File: src/rtl/instr_mem_loader.sv
// Byte-stream instruction memory loader: packs little-endian bytes into words,
// writes them from address 0, then releases the core reset. Optional macro: LOADER_CHECKSUM_EN.
module instr_mem_loader #(
  parameter int ADDR_WIDTH  = 8,
  parameter int INSTR_WIDTH = 32,
  parameter int DEPTH       = 256
) (
  input  logic                   clk,
  input  logic                   rst_n,
  input  logic                   start,
  input  logic [ADDR_WIDTH:0]    word_count,
  input  logic                   in_valid,
  input  logic [7:0]             in_data,
  output logic                   in_ready,
  output logic                   mem_we,
  output logic [ADDR_WIDTH-1:0]  mem_waddr,
  output logic [INSTR_WIDTH-1:0] mem_wdata,
  output logic                   core_rst_n,
  output logic                   busy,
  output logic                   done,
  output logic                   err
);
  localparam int NB  = INSTR_WIDTH / 8;
  localparam int BW  = (NB > 1) ? $clog2(NB) : 1;
  localparam int AW1 = ADDR_WIDTH + 1;
  localparam logic [BW-1:0]  LAST_BYTE = BW'(NB - 1);
  localparam logic [AW1-1:0] DEPTH_C   = AW1'(DEPTH);
  localparam logic [AW1-1:0] ONE_A     = AW1'(1);
  localparam logic [BW-1:0]  ONE_B     = BW'(1);

`ifdef LOADER_CHECKSUM_EN
  typedef enum logic [2:0] {S_IDLE, S_RECV, S_WRITE, S_CHECK, S_DONE} state_t;
`else
  typedef enum logic [2:0] {S_IDLE, S_RECV, S_WRITE, S_DONE} state_t;
`endif

  state_t                 state_q, state_d;
  logic [BW-1:0]          bidx_q, bidx_d;
  logic [AW1-1:0]         addr_q, addr_d;
  logic [AW1-1:0]         wcnt_q, wcnt_d;
  logic [INSTR_WIDTH-1:0] word_q, word_d;
  logic                   done_q, done_d;
  logic                   err_q, err_d;
  logic                   crst_q, crst_d;
`ifdef LOADER_CHECKSUM_EN
  logic [7:0]             csum_q, csum_d;
`endif

  always_ff @(posedge clk or negedge rst_n) begin
    if (!rst_n) begin
      state_q <= S_IDLE;
      bidx_q  <= '0;
      addr_q  <= '0;
      wcnt_q  <= '0;
      word_q  <= '0;
      done_q  <= 1'b0;
      err_q   <= 1'b0;
      crst_q  <= 1'b0;
`ifdef LOADER_CHECKSUM_EN
      csum_q  <= '0;
`endif
    end else begin
      state_q <= state_d;
      bidx_q  <= bidx_d;
      addr_q  <= addr_d;
      wcnt_q  <= wcnt_d;
      word_q  <= word_d;
      done_q  <= done_d;
      err_q   <= err_d;
      crst_q  <= crst_d;
`ifdef LOADER_CHECKSUM_EN
      csum_q  <= csum_d;
`endif
    end
  end

  always_comb begin
    state_d = state_q;
    bidx_d  = bidx_q;
    addr_d  = addr_q;
    wcnt_d  = wcnt_q;
    word_d  = word_q;
    done_d  = done_q;
    err_d   = err_q;
    crst_d  = crst_q;
`ifdef LOADER_CHECKSUM_EN
    csum_d  = csum_q;
`endif
    unique case (state_q)
      S_IDLE, S_DONE: begin
        if (start) begin
          state_d = S_DONE;
          if (word_count == '0) begin
            done_d = 1'b1;
            err_d  = 1'b0;
            crst_d = 1'b1;
          end else if (word_count > DEPTH_C) begin
            done_d = 1'b0;
            err_d  = 1'b1;
            crst_d = 1'b0;
          end else begin
            state_d = S_RECV;
            done_d  = 1'b0;
            err_d   = 1'b0;
            crst_d  = 1'b0;
            bidx_d  = '0;
            addr_d  = '0;
            wcnt_d  = word_count;
`ifdef LOADER_CHECKSUM_EN
            csum_d  = '0;
`endif
          end
        end
      end
      S_RECV: begin
        if (in_valid) begin
          word_d[8*bidx_q +: 8] = in_data;
`ifdef LOADER_CHECKSUM_EN
          csum_d = csum_q ^ in_data;
`endif
          if (bidx_q == LAST_BYTE) begin
            bidx_d  = '0;
            state_d = S_WRITE;
          end else begin
            bidx_d = bidx_q + ONE_B;
          end
        end
      end
      S_WRITE: begin
        // Address parks on the last written word so mem_waddr stays within DEPTH-1.
        if (addr_q + ONE_A == wcnt_q) begin
`ifdef LOADER_CHECKSUM_EN
          state_d = S_CHECK;
`else
          state_d = S_DONE;
          done_d  = 1'b1;
          crst_d  = 1'b1;
`endif
        end else begin
          addr_d  = addr_q + ONE_A;
          state_d = S_RECV;
        end
      end
`ifdef LOADER_CHECKSUM_EN
      S_CHECK: begin
        if (in_valid) begin
          state_d = S_DONE;
          if (in_data == csum_q) begin
            done_d = 1'b1;
            crst_d = 1'b1;
          end else begin
            err_d  = 1'b1;
          end
        end
      end
`endif
      default: state_d = S_IDLE;
    endcase
  end

`ifdef LOADER_CHECKSUM_EN
  assign in_ready = (state_q == S_RECV) || (state_q == S_CHECK);
  assign busy     = (state_q == S_RECV) || (state_q == S_WRITE) || (state_q == S_CHECK);
`else
  assign in_ready = (state_q == S_RECV);
  assign busy     = (state_q == S_RECV) || (state_q == S_WRITE);
`endif
  assign mem_we     = (state_q == S_WRITE);
  assign mem_waddr  = addr_q[ADDR_WIDTH-1:0];
  assign mem_wdata  = word_q;
  assign core_rst_n = crst_q;
  assign done       = done_q;
  assign err        = err_q;

endmodule

File: config.mk
export PLATFORM = sky130hd
export DESIGN_NAME = instr_mem_loader
export DESIGN_NICKNAME = d
export VERILOG_FILES = /design/src/rtl/instr_mem_loader.sv
export SDC_FILE = /design/constraint.sdc
export NUM_CORES = 1
export LEC_CHECK = 0
export CAP_MARGIN = 15
export CORE_ASPECT_RATIO = 2
export CORE_MARGIN = 1
export CORE_UTILIZATION = 50
export CTS_CLUSTER_SIZE = 12
export DETAILED_ROUTE_END_ITERATION = 8
export GPL_TIMING_DRIVEN = 0
export PLACE_DENSITY = 0.8
export SYNTH_ARGS = -nofsm -noshare
export SYNTH_HDL_FRONTEND = slang
export SYNTH_SLANG_ARGS = --single-unit
File: constraint.sdc
create_clock -name clk -period 2.7 [get_ports clk]
set_input_delay 0.54 -clock clk [delete_from_list [all_inputs] [get_ports clk]]
set_output_delay 0.54 -clock clk [all_outputs]
set_load 0.1 [all_outputs]
==> results of run 1 <==
per-stage QoR:
| stage | hold WS, ns | TNS (ns) | instance area [sq um] | setup WS [ns] |
|---|---|---|---|---|
| after global placement | 0.485 | -44.34 | 3610 | -0.591 |
| after global routing | 0.206 | -0.0728 | 3830 | -0.0728 |
| after floorplan | 0.244 | 0 | 2880 | 0.0424 |
| after CTS | 0.191 | 0 | 3790 | 0.0138 |
| final | 0.180 | 0 | 3830 | 0.0414 |
| after detailed placement | 0.491 | -2.93 | 3650 | -0.268 |
cell families (layout without fill, tap and decap cells):
logic type,after synthesis,after routing
buf+inv,30,111
mux,11,11
fa+ha+maj,12,12
simple gates,70,70
xor+xnor,9,9
compound gates,67,67
flops,56,56
power by group through the flow:
stage / registers (mW) / clock network (mW) / logic, mW
floorplan: 1.95 / 0 / 1.44
global placement: 1.30 / 0 / 2.66
detailed placement: 1.31 / 0 / 2.73
CTS: 1.30 / 0.500 / 2.77
global route: 1.33 / 0.534 / 2.94
finish: 1.30 / 0.493 / 2.80
worst max-delay path, cell delays in order, from the launching register on:
cell and delay (ns):
dfrtp_2 0.44, ha_4 0.22, nand2_1 0.15, or3_1 0.39, xnor2_1 0.16, nand3_1 0.13
nor4_4 0.06, buf_4 0.17, buf_4 0.15, or4b_2 0.62, o21ai_1 0.09
synth_stat cells (all sizes together) (2+ instances only):
| library cell | count | area [sq um] |
|---|---|---|
| or2 | 2 | 12.5 |
| buf | 13 | 103 |
| nor2 | 4 | 15.0 |
| nand3 | 16 | 80.1 |
| nor4 | 7 | 58.8 |
| nand2 | 14 | 55.1 |
| or3 | 2 | 12.5 |
| ha | 12 | 150 |
| nor2b | 4 | 25.0 |
| a2bb2oi | 3 | 32.5 |
| clkbuf | 5 | 18.8 |
| or4b | 3 | 33.8 |
| o21ai | 12 | 60.1 |
| nor3b | 4 | 30.0 |
| a22o | 34 | 298 |
| xnor2 | 8 | 70.1 |
| dfrtp | 56 | 1400 |
| mux2i | 2 | 20.0 |
| a21oi | 5 | 28.8 |
| mux2 | 9 | 101 |
| inv | 12 | 45.0 |
| o211ai | 5 | 42.5 |
| o311ai | 3 | 26.3 |
| nor3 | 4 | 25.0 |
| or4 | 5 | 37.5 |
registers in the layout, summed over array words and instances (netlist names):
signal	count
mem_wdata	32
wcnt_q	9
bidx_q	2
state_q	2
core_rst_n	1
addr_q	9
err	1
repair_timing:
action / CTS / global route
pin swaps: 1 / 0
hold buffers: 0 / 0
resized for setup: 8 / 9
setup endpoints to repair: 13 / 20
setup buffers: 4 / 2
hold endpoints to repair: 0 / 0
area by class of cell:
cell class                 instances  area, sq um  share of cell area [%]
buffer                            17          119                    3.10
inverter                          12         45.0                    1.18
clock inverter                     2         13.8                   0.359
tap                               60         75.1                    1.96
sequential                        56         1410                    36.7
timing repair buffer              74          728                    19.0
clock buffer                       6         82.6                    2.16
multi-input combinational        169         1360                    35.6
how the worst max path moves through the flow:
stage	endpoint	slack (ns)
after global routing	addr_q[2]	-0.07
after detailed placement	addr_q[1]	-0.27
after floorplan	addr_q[2]	0.04
after global placement	mem_wdata[2]	-0.59
after CTS	in_ready	0.01
final	addr_q[2]	0.04
metal layers:
metal	routed length, um	share of wire, %
met5	0	0
met4	279	3.8
met1	2720	37
met2	3960	54
met3	344	4.7
==> metrics, run 1 <==
total power=4.59 mW; FP Rows=38; Inserted Clock Buffers=5; Fmax achieved=376 MHz; relative slew slack=33.8%; die area=6080 sq um; total global routing overflow=0; Synth Cell Area=2880 sq um; CP max FO=9; Root Driver=clkbuf_8; dpl hpwl=5330 um; most common cell after layout, fill and taps aside=clkdlybuf4s50_1; CP Class=flop to flop; # diodes=0; peak supply drop=1190 uV; Net Switching=2.45 mW; Core Util, Final=70.1%; max cap viols=0; synth warn=0; fill count=426; Final nets=368; first-pass GRT wire length=11600 um; final routed DRC violation total=0; period utilisation layout=98.5%; Via-to-Cell Ratio=6.13; R2R Setup Slk=0.04 ns; commonest non-fill, non-tap cells in the layout=clkdlybuf4s50_1, dfrtp_1, a22o_1; Seq/Total Area, Yosys=48.7%; Die Ht=109 um; Tmin final=2.66 ns; asr flop ratio synth=100%; Total Wirelength=7300 um; fin. max-slew vios=0; Inst Count DP=383; WL/cell=18.4 um; Synth cell types=48; area delta synth->final=33.1%; Simple-Gate Fraction of Synth Area=14.6%; Yosys reg bits=56; Worst-Margin Slew=0.991 ns; H-tree depth=2; status=finished, final reports clean; Power per Cell Area=1200 nW/um^2; kind of capture point of the worst setup path=flop; mux share of post-synthesis cell area=4.22%; Port Buffers=65; largest family of logic cells by synthesized area=compound AO/OA/AOI/OAI gates; CORE AREA=5470 sq um; GR Util met2=44.7%; share of cells above drive strength 1=18.2%; GR peak layer=met2; RR Endpoint=addr_q[2]; GR Util met3=4.00%; Final Setup Violations=0; Initial Utilization=52.7%; worst hold path type=input pin to asynchronous set/reset pin; initial antenna violation count=0; Iter 0 DRT Violations=110; Register-to-Register Path Depth=10; Synth Area in XOR/XNOR=2.74%; CTS tree=done; EDFF count, synth=0; Gate Count Post-Synth=255; non-filler cells, final=396; first-pass iteration count of the detailed router=4; Fin. Hold Viols=0; Arr. time, crit path=2.90 ns; clock power share=10.7%; Clk Latency, worst-skew pair=0.31 ns; gr usage total=24.7%; crit path launch type=flop; IO Pins=67; via count=2427; Worst-path clk slew=0.10 ns; combinational fraction of design power=60.9%; Main synth FF type=dfrtp_1; CP required=2.94 ns; Int Power=2.14 mW; clock skew=0.00553 ns; Die Wd=55.7 um; RR Startpoint=addr_q[1]; GPL Wtd Cong=0.798; Net Count, Synth=288; post-route ant nets=0; number of global-route vias before repair=2407; compound-gate portion of the synthesized area=18.7%; unrepaired setup endpoints after global routing=yes; CTS Buffer Depth=2; Clock Sinks=56; Syn Area/Cell=11.3 sq um; M1 GR Usage=27.0%; Leak=1.69 nW; register share of total power=28.4%; pin count of the biggest net entering global routing=37; Setup crit start=addr_q[1]; adder-cell share of the synthesized area=5.22%; Sw Share=53.4%
No activity file was read; power rests on OpenSTA's default activity.
==> run 2, diff against run 1 <==
--- a/constraint.sdc
+++ b/constraint.sdc
@@ -3,2 +3,2 @@
 set_output_delay 0.54 -clock clk [all_outputs]
-set_load 0.1 [all_outputs]
+set_load 0.02 [all_outputs]
==> metrics, run 2 (same netlist as run 1, synthesis figures left out) <==
# diodes=0 (unchanged); crit path launch type=flop; period utilisation layout=98.3% (-0.14 points); clock skew=0.0116 ns (+0.00604 ns); Final nets=365 (-0.82%); Fmax achieved=377 MHz (+0.14%); CTS tree=done; CP Class=flop to flop; most common cell after layout, fill and taps aside=clkdlybuf4s50_1; Power per Cell Area=947 nW/um^2 (-21%); Arr. time, crit path=2.89 ns (about the same); crit path cell chain=ha_4, nand2_1, or3_1, xnor2_1, nand3_1, nor4_4, buf_4, buf_4, or4b_2, o21ai_1; RR Startpoint=addr_q[1]; Port Buffers=65 (unchanged); Initial Utilization=52.7% (unchanged); max cap viols=0 (unchanged); CP required=2.94 ns (about the same); area delta synth->final=31.9%; kind of capture point of the worst setup path=flop; die area=6080 sq um (unchanged); Int Power=2.15 mW (+0.30%); register share of total power=36.2% (+7.8 points); WL/cell=18.9 um (+2.5%); Die Ht=109 um (unchanged); number of global-route vias before repair=2424 (+0.71%); setup TNS=0 ns (unchanged); final instance area=3800 sq um (-0.88%); Die Wd=55.7 um (unchanged); Worst path most repeated cell=buf_4; Leak=1.65 nW (-2.5%); Fin. Hold Viols=0 (unchanged); combinational fraction of design power=50.6% (-10 points); max FFs per register=32 (unchanged); Register-to-Register Path Depth=10 (unchanged); Clock Sinks=56 (unchanged); IO Pins=67 (unchanged); Tmin final=2.65 ns (-0.00368 ns); gr usage total=25.2% (+0.52 points); first-pass GRT wire length=11800 um (+1.8%); crit-path max cell delay=0.62 ns (about the same); status=finished, final reports clean; Total Wirelength=7400 um (+1.4%); Inserted Clock Buffers=5 (unchanged); GR Util met2=48.5% (+3.8 points); Placed Area=3640 sq um (-0.31%); post-route ant nets=0 (unchanged); commonest non-fill, non-tap cells in the layout=clkdlybuf4s50_1, dfrtp_1, a22o_1; initial antenna violation count=0 (unchanged); final routed DRC violation total=0 (unchanged); worst hold path type=input pin to asynchronous set/reset pin; clock power share=13.2% (+2.5 points); Net Switching=1.45 mW (-41%); pin count of the biggest net entering global routing=38 (+2.7%); fin. max-slew vios=0 (unchanged); peak supply drop=693 uV (-42%); Via-to-Cell Ratio=6.04 (-1.5%); cts-stage hold buffer count=0 (unchanged); Worst-Margin Slew=0.668 ns (-0.323 ns); GPL Wtd Cong=0.797 (-0.21%); GR Util met3=4.94% (+0.94 points); relative slew slack=55.3% (+22 points); Iter 0 DRT Violations=70 (-36%); CORE AREA=5470 sq um (unchanged); Sw Share=40.4% (-13 points); M1 GR Usage=25.1% (-1.9 points); first-pass iteration count of the detailed router=5 (+1); Clk Latency, worst-skew pair=0.31 ns (about the same); Root Driver=clkbuf_8; GR peak layer=met2; via count=2367 (-2.5%); unrepaired setup endpoints after global routing=yes; total global routing overflow=0 (unchanged); H-tree depth=2 (unchanged); CP max FO=9 (unchanged); share of cells above drive strength 1=16.9% (-1.3 points); Setup crit start=addr_q[1]; CTS Buffer Depth=2 (unchanged); dpl hpwl=5450 um (+2.3%); FP Rows=38 (unchanged); Final Setup Violations=0 (unchanged); Worst-path clk slew=0.10 ns (about the same); Slowest-stage cell, CP=or4b_2
==> run 2: cell types whose count changed in the layout (fill, tap and decap cells not counted), sizes merged <==
cell / before / now
buf: 24 / 21
clkdlybuf4s15: 1 / 0
clkdlybuf4s50: 60 / 64
dlygate4sd2: 1 / 0
dlymetal6s2s: 2 / 0
inv: 13 / 12
==> run 2: power by group through the flow <==
stage	registers, mW	logic [mW]	clock network, mW
floorplan	1.37	1.01	0
global placement	1.30	1.67	0
detailed placement	1.31	1.73	0
CTS	1.30	1.80	0.487
global route	1.33	1.95	0.517
finish	1.30	1.82	0.476
==> run 2: final timing paths <==
check,to,slack (ns)
max,addr_q[2],0.05
min,err,0.17
max reg2reg,addr_q[2],0.05
min reg2reg,wcnt_q[8],0.51
max in group asynchronous,addr_q[2],1.98
min in group clk,wcnt_q[8],0.51
==> run 2: what timing repair did <==
action,4_1_cts,5_1_grt
gates resized for setup,5,6
setup endpoints to repair,17,21
buffers inserted,4,0
pin swaps,1,1
==> run 2: routing by layer <==
layer	share of wire, %	routed length, um	up-vias
met4	3.4	249	0
met2	56	4120	95
met5	0	0	-
met3	5.3	389	19
met1	36	2650	1155
li1	-	-	1098
==> run 2: critical path: cells and delay by family, from the launching register on <==
family | cells | cell delay, ns
adder cells (fa/ha/maj) | 1 | 0.22
flip-flops | 1 | 0.44
AND/OR/NAND/NOR | 5 | 1.37
AO/OA/AOI/OAI | 1 | 0.09
buffers and inverters | 2 | 0.32
XOR/XNOR | 1 | 0.14
==> run 2: area by class of cell <==
cell class / count / area, sq um
Multi-Input combinational cell: 169 / 1360
Timing Repair Buffer: 72 / 706
Tap cell: 60 / 75.1
Fill cell: 429 / 1670
Buffer: 16 / 115
Clock buffer: 6 / 82.6
Sequential cell: 56 / 1410
Inverter: 12 / 45.0
Clock inverter: 1 / 8.76
==> run 2: metrics by stage <==
stage	hold WS (ns)	utilization, %	total power [mW]	setup slack, ns	std cells
after detailed placement	0.491	66.6	3.04	-0.259	383
after floorplan	0.244	-	2.38	0.307	255
after global placement	0.488	65.9	2.97	-0.594	380
final	0.172	69.5	3.60	0.0451	392
after global routing	0.201	69.5	3.80	-0.0834	392
after CTS	0.177	69.2	3.59	0.0164	393
==> run 3, diff against run 2 <==
ABC_CLOCK_PERIOD_IN_PS = 2700   (was default)
CTS_CLUSTER_DIAMETER = 50   (was default)
==> results of run 3 <==
No change in the layout: final DEF, timing and power equal those of run 2.
